[config.mk]
export PLATFORM = sky130hd
export DESIGN_NAME = weight_pingpong_ctrl
export DESIGN_NICKNAME = d
export VERILOG_FILES = /design/src/rtl/weight_pingpong_ctrl.sv
export SDC_FILE = /design/constraint.sdc
export NUM_CORES = 1
export LEC_CHECK = 0
export CORE_AREA = 2 2 88 82
export DETAILED_ROUTE_END_ITERATION = 7
export DIE_AREA = 0 0 90 84
export PLACE_DENSITY = 0.65
export SETUP_SLACK_MARGIN = 0.1
export SLEW_MARGIN = 25
export SYNTH_ARGS = -nofsm -noshare
export SYNTH_HDL_FRONTEND = slang
export SYNTH_SLANG_ARGS = --single-unit
[constraint.sdc]
create_clock -name clk -period 3 [get_ports clk]
set_clock_uncertainty 0.15 [all_clocks]
set_input_delay 0.45 -clock clk [delete_from_list [all_inputs] [get_ports clk]]
set_output_delay 0.45 -clock clk [all_outputs]
set_load 0.01 [all_outputs]
[src/rtl/weight_pingpong_ctrl.sv]
// Ping-pong weight memory sequencer: a loader fills one bank while compute reads the other.
// Bank ownership is tracked per bank; the write/read bank is chosen by the address MSB.
module weight_pingpong_ctrl #(
  parameter  int WEIGHT_MEMORY_ADDR_SIZE = 16,
  localparam int CNT_W = WEIGHT_MEMORY_ADDR_SIZE - 1
) (
  input  logic                               clk,
  input  logic                               reset,
  input  logic                               ld_start,
  input  logic [CNT_W-1:0]                   ld_len,
  input  logic                               ld_fc,
  input  logic                               ld_valid,
  output logic                               ld_ready,
  output logic                               wr_en_ext_fc_w,
  output logic                               wr_en_ext_cnn_w,
  output logic [WEIGHT_MEMORY_ADDR_SIZE-1:0] wr_addr_ext_w,
  input  logic                               cmp_req,
  output logic                               cmp_grant,
  input  logic                               cmp_done,
  output logic [WEIGHT_MEMORY_ADDR_SIZE-1:0] weight_memory_pointer,
  output logic [3:0]                         bank_state,
  output logic                               ld_err
);

  typedef enum logic [1:0] {B_EMPTY = 2'd0, B_LOADING = 2'd1, B_FULL = 2'd2, B_IN_USE = 2'd3} bank_e;
  typedef enum logic [1:0] {L_IDLE, L_WAIT, L_LOAD} lst_e;
  typedef enum logic {C_IDLE, C_ACTIVE} cst_e;

  bank_e [1:0]                  bank_q, bank_d;
  lst_e                         lst_q, lst_d;
  cst_e                         cst_q, cst_d;
  logic                         wb_q, wb_d, rb_q, rb_d, fc_q, fc_d;
  logic [CNT_W-1:0]             cnt_q, cnt_d, len_q, len_d;
  logic                         grant_q, grant_d, err_q, err_d;
  logic [WEIGHT_MEMORY_ADDR_SIZE-1:0] ptr_q, ptr_d;

  always_comb begin
    bank_d  = bank_q;
    lst_d   = lst_q;
    cst_d   = cst_q;
    wb_d    = wb_q;
    rb_d    = rb_q;
    fc_d    = fc_q;
    cnt_d   = cnt_q;
    len_d   = len_q;
    ptr_d   = ptr_q;
    grant_d = 1'b0;
    err_d   = ld_start && ((lst_q != L_IDLE) || (ld_len == '0));

    // Compute and loader never touch the same bank in one cycle: their
    // source states (FULL/IN_USE vs EMPTY/LOADING) are disjoint.
    case (cst_q)
      C_IDLE: if (cmp_req && bank_q[rb_q] == B_FULL) begin
        bank_d[rb_q] = B_IN_USE;
        grant_d      = 1'b1;
        ptr_d        = {rb_q, {CNT_W{1'b0}}};
        cst_d        = C_ACTIVE;
      end
      C_ACTIVE: if (cmp_done) begin
        bank_d[rb_q] = B_EMPTY;
        rb_d         = ~rb_q;
        cst_d        = C_IDLE;
      end
      default: cst_d = C_IDLE;
    endcase

    case (lst_q)
      L_IDLE: if (ld_start && ld_len != '0) begin
        len_d = ld_len;
        fc_d  = ld_fc;
        cnt_d = '0;
        if (bank_q[wb_q] == B_EMPTY) begin
          bank_d[wb_q] = B_LOADING;
          lst_d        = L_LOAD;
        end else begin
          lst_d = L_WAIT;
        end
      end
      L_WAIT: if (bank_q[wb_q] == B_EMPTY) begin
        bank_d[wb_q] = B_LOADING;
        lst_d        = L_LOAD;
      end
      L_LOAD: if (ld_valid) begin
        if (cnt_q == len_q - CNT_W'(1)) begin
          bank_d[wb_q] = B_FULL;
          wb_d         = ~wb_q;
          cnt_d        = '0;
          lst_d        = L_IDLE;
        end else begin
          cnt_d = cnt_q + CNT_W'(1);
        end
      end
      default: lst_d = L_IDLE;
    endcase
  end

  always_ff @(posedge clk) begin
    if (!reset) begin
      bank_q  <= {B_EMPTY, B_EMPTY};
      lst_q   <= L_IDLE;
      cst_q   <= C_IDLE;
      wb_q    <= 1'b0;
      rb_q    <= 1'b0;
      fc_q    <= 1'b0;
      cnt_q   <= '0;
      len_q   <= '0;
      ptr_q   <= '0;
      grant_q <= 1'b0;
      err_q   <= 1'b0;
    end else begin
      bank_q  <= bank_d;
      lst_q   <= lst_d;
      cst_q   <= cst_d;
      wb_q    <= wb_d;
      rb_q    <= rb_d;
      fc_q    <= fc_d;
      cnt_q   <= cnt_d;
      len_q   <= len_d;
      ptr_q   <= ptr_d;
      grant_q <= grant_d;
      err_q   <= err_d;
    end
  end

  // Write strobes pass ld_valid straight through so data needs no staging.
  assign ld_ready              = (lst_q == L_LOAD);
  assign wr_en_ext_fc_w        = ld_ready && ld_valid && fc_q;
  assign wr_en_ext_cnn_w       = ld_ready && ld_valid && !fc_q;
  assign wr_addr_ext_w         = {wb_q, cnt_q};
  assign cmp_grant             = grant_q;
  assign weight_memory_pointer = ptr_q;
  assign bank_state            = bank_q;
  assign ld_err                = err_q;

endmodule

==> impl_metrics.env <==
export IMPL_cts_hold_buf=0
export IMPL_hpwl_mm=5.00
export IMPL_final_max_slew_viol_count=0
export IMPL_vias_per_cell=5.12
export IMPL_min_path_type="reg2reg"
export IMPL_cts_tree="done"
export IMPL_power_switching_mw=0.406
export IMPL_port_buffers=47
export IMPL_synth_avg_cell_area_sq_um=7.71
export IMPL_vdd_drop_max_mv=0.239
export IMPL_design_area_sq_um=3210
export IMPL_max_slew_margin_pct=56.1
export IMPL_path_depth=4
export IMPL_power_total_mw=1.33
export IMPL_yosysWarnings=0
export IMPL_clockRootBuffer="clkbuf_8"
export IMPL_clkPwrFrac_pct=27.6
export IMPL_cp_startpoint="lst_q[1]$_SDFFE_PN0P_"
export IMPL_dpl_cell_area_sq_um=3110
export IMPL_crit_family="simple AND/OR/NAND/NOR gates"
export IMPL_start_kind="flop"
export IMPL_yosysSeqAreaShare_pct=33.4
export IMPL_synth_seq_cells=43
export IMPL_path_clk_slew_ps=80
export IMPL_initial_core_util_pct=38.2
export IMPL_core_area_sq_um=6750
export IMPL_layout_drive_gt1_share_pct=8.12
export IMPL_grt_pass1_wl_mm=10.8
export IMPL_grt_max_degree=21
export IMPL_dieHeight_microns=84
export IMPL_dieArea_sq_um=7560
export IMPL_clock_fmax_mhz=367
export IMPL_syn2layout_area_growth_pct=24.5
export IMPL_synth_edf_count=0
export IMPL_pwr_share_comb_pct=25.3
export IMPL_critical_path_max_stage_delay_ps=560
export IMPL_tightest_slew_ps=650
export IMPL_rows=29
export IMPL_async_reset_ff_share_pct=0
export IMPL_worst_slack_ps=273
export IMPL_crit_chain="nor2b_1 -> nand2_1 -> nor2_1 -> clkdlybuf4s50_1"
export IMPL_status="finished, final reports clean"
export IMPL_critPathKind="reg2out"
export IMPL_r2r_cells=10
export IMPL_cts_buffer_depth=2
export IMPL_cp_max_fo=8
export IMPL_htreeDepth=2
export IMPL_cp_num_buf_inv=1
export IMPL_synth_ff_type="dfxtp_1"
export IMPL_synth_top_cell_area_share_pct=33.4
export IMPL_yosysTopAreaCell="dfxtp_1"
export IMPL_fillers=698
export IMPL_gp_congestion=0.861
export IMPL_dr_pass1_iters=5
export IMPL_ys_types=56
export IMPL_fin_crit_ps=2730
export IMPL_wl_per_cell_microns=13.5
export IMPL_r2r_start="len_q[0]$_SDFFE_PN0P_"
export IMPL_seqPwrFrac_pct=47.1
export IMPL_critPathSlowestCell="clkdlybuf4s50_1"
export IMPL_worstReg2RegEnd="cnt_q[11]$_SDFFE_PN0P_"
export IMPL_synth_area_leaders="dfxtp_1 (33%), nand2_1 (6.3%), xor2_1 (5.8%), nor2_1 (5.0%), a21oi_1 (4.9%)"
export IMPL_fp_dieW_microns=90
export IMPL_drv_cap=0
export IMPL_routed_wl_mm=6.42
export IMPL_syn_inst=334
export IMPL_fin_setup_tns_ps=0
export IMPL_grt_ovfl_total=0
export IMPL_grt_antenna_before_repair=0
export IMPL_drc=0
export IMPL_cts_sinks=43
export IMPL_power_internal_mw=0.928
export IMPL_io_pin_count=63
export IMPL_critPathArrivalTime_ps=2130
export IMPL_endpoint_kind="primary output"
export IMPL_regToRegSetupSlack_ps=290
export IMPL_track_usage_pct=17.3
export IMPL_cts_buffers=5
export IMPL_detail_route_antenna_nets=0
export IMPL_grt_pass1_vias=2295
export IMPL_syn_area_sq_um=2580
export IMPL_n_antenna_cell=0
export IMPL_clk_latency_ps=290
export IMPL_period_share_pct=90.9
export IMPL_power_density_nw_per_um2=416
export IMPL_setup_viol=0
export IMPL_vias=2431
export IMPL_required_ps=2400
export IMPL_pre_cts_ws_ps=236
export IMPL_leakage_nw=1.19
export IMPL_netSwitchingFraction_pct=30.4
export IMPL_synth_common_cells="dfxtp_1 (43), nand2_1 (43), nor2_1 (34)"
export IMPL_rsz0062_at_grt="false"
export IMPL_hold_viol=0
export IMPL_worstSetupEndpoint="wr_en_ext_cnn_w"
export IMPL_nets=406
export IMPL_dr_first_iter_drc_count=198
==> flip-flops by register name, indices dropped and copies added (netlist names) <==
| signal | flops |
|---|---|
| wb_q | 1 |
| weight_memory_pointer | 1 |
| cmp_grant | 1 |
| cnt_q | 15 |
| cst_q | 1 |
| lst_q | 2 |
| rb_q | 1 |
| bank_state | 4 |
| fc_q | 1 |
| ld_err | 1 |
| len_q | 15 |
==> routing by layer <==
metal | routed length [microns] | GRT usage [%] | up-vias | share of wire, %
met5 | 0 | 0 | - | 0
met4 | 59 | 5.45 | 0 | 0.92
met3 | 278 | 2.71 | 5 | 4.3
met2 | 3160 | 30.5 | 57 | 49
met1 | 2920 | 21.7 | 1136 | 45
li1 | - | - | 1233 | -
==> kinds of logic after synthesis <==
group | Yosys count | share of synthesized area (%)
compound gates | 63 | 15.4
xor+xnor | 29 | 9.86
fa+ha+maj | 2 | 0.971
buf+inv | 42 | 8.84
flops | 43 | 33.4
mux | 4 | 1.60
other cells | 1 | 0.146
simple gates | 150 | 29.8
==> cells in the final DEF, fill, tap and decap left out, types with 4 or more instances in the layout <==
master,count
nor4_1,6
dfxtp_1,43
inv_1,11
xnor2_1,12
buf_4,11
o21ai_0,11
nand3_1,19
nor3_1,12
xor2_1,17
clkdlybuf4s50_1,47
clkbuf_8,6
nor2_1,34
nand4_1,8
a21oi_1,25
conb_1,15
nand2_1,43
a31oi_1,5
nand2b_1,4
==> worst register-to-register path, cell delays in order (launching register included) <==
cell and delay (ps):
dfxtp_1 350, inv_1 70, ha_1 240, or3b_4 440
a211o_1 280, a311oi_1 230, o21ai_1 140, nor4_2 230
buf_4 170, a31o_4 240, nor2_1 70
==> repair_timing <==
action | 4_1_cts | 5_1_grt
buffers inserted | 0 | 0
gates resized for setup | 0 | 3
setup endpoints to repair | 0 | 17
==> metrics by stage <==
stage          std cells  hold slack, ps  utilization (%)
4_1_cts              475             333             47.4
2_1_floorplan        348             299                -
5_1_grt              475             349             47.5
3_3_place_gp         468             322             46.1
6_report             475             329             47.5
3_5_place_dp         468             322             46.1
==> power by group through the flow <==
stage	Sequential [mW]	Clock, mW	Combinational, mW
detailed placement	0.641	0	0.330
global route	0.633	0.400	0.375
global placement	0.640	0	0.327
floorplan	0.629	0	0.243
CTS	0.627	0.379	0.332
finish	0.628	0.369	0.337
==> layout make-up <==
| class | instances | area, sq um | area share, % |
|---|---|---|---|
| clock buffer | 6 | 82.6 | 2.58 |
| inverter | 11 | 41.3 | 1.29 |
| sequential | 43 | 861 | 26.8 |
| timing repair buffer | 58 | 553 | 17.2 |
| multi-input combinational | 263 | 1550 | 48.3 |
| tap | 93 | 116 | 3.63 |
| clock inverter | 1 | 5.00 | 0.156 |
==> worst min path at each step <==
| stage | from | end | slack (ps) | cells after the start |
|---|---|---|---|---|
| detailed placement | len_q[14]$_SDFFE_PN0P_ | len_q[14]$_SDFFE_PN0P_ | 320 | 2 |
| finish | len_q[14]$_SDFFE_PN0P_ | len_q[14]$_SDFFE_PN0P_ | 330 | 2 |
| floorplan | len_q[14]$_SDFFE_PN0P_ | len_q[14]$_SDFFE_PN0P_ | 300 | 2 |
| global placement | len_q[14]$_SDFFE_PN0P_ | len_q[14]$_SDFFE_PN0P_ | 320 | 2 |
| CTS | len_q[14]$_SDFFE_PN0P_ | len_q[14]$_SDFFE_PN0P_ | 330 | 2 |
| global route | len_q[14]$_SDFFE_PN0P_ | len_q[14]$_SDFFE_PN0P_ | 350 | 2 |
Power figures use the tool's default switching activity.
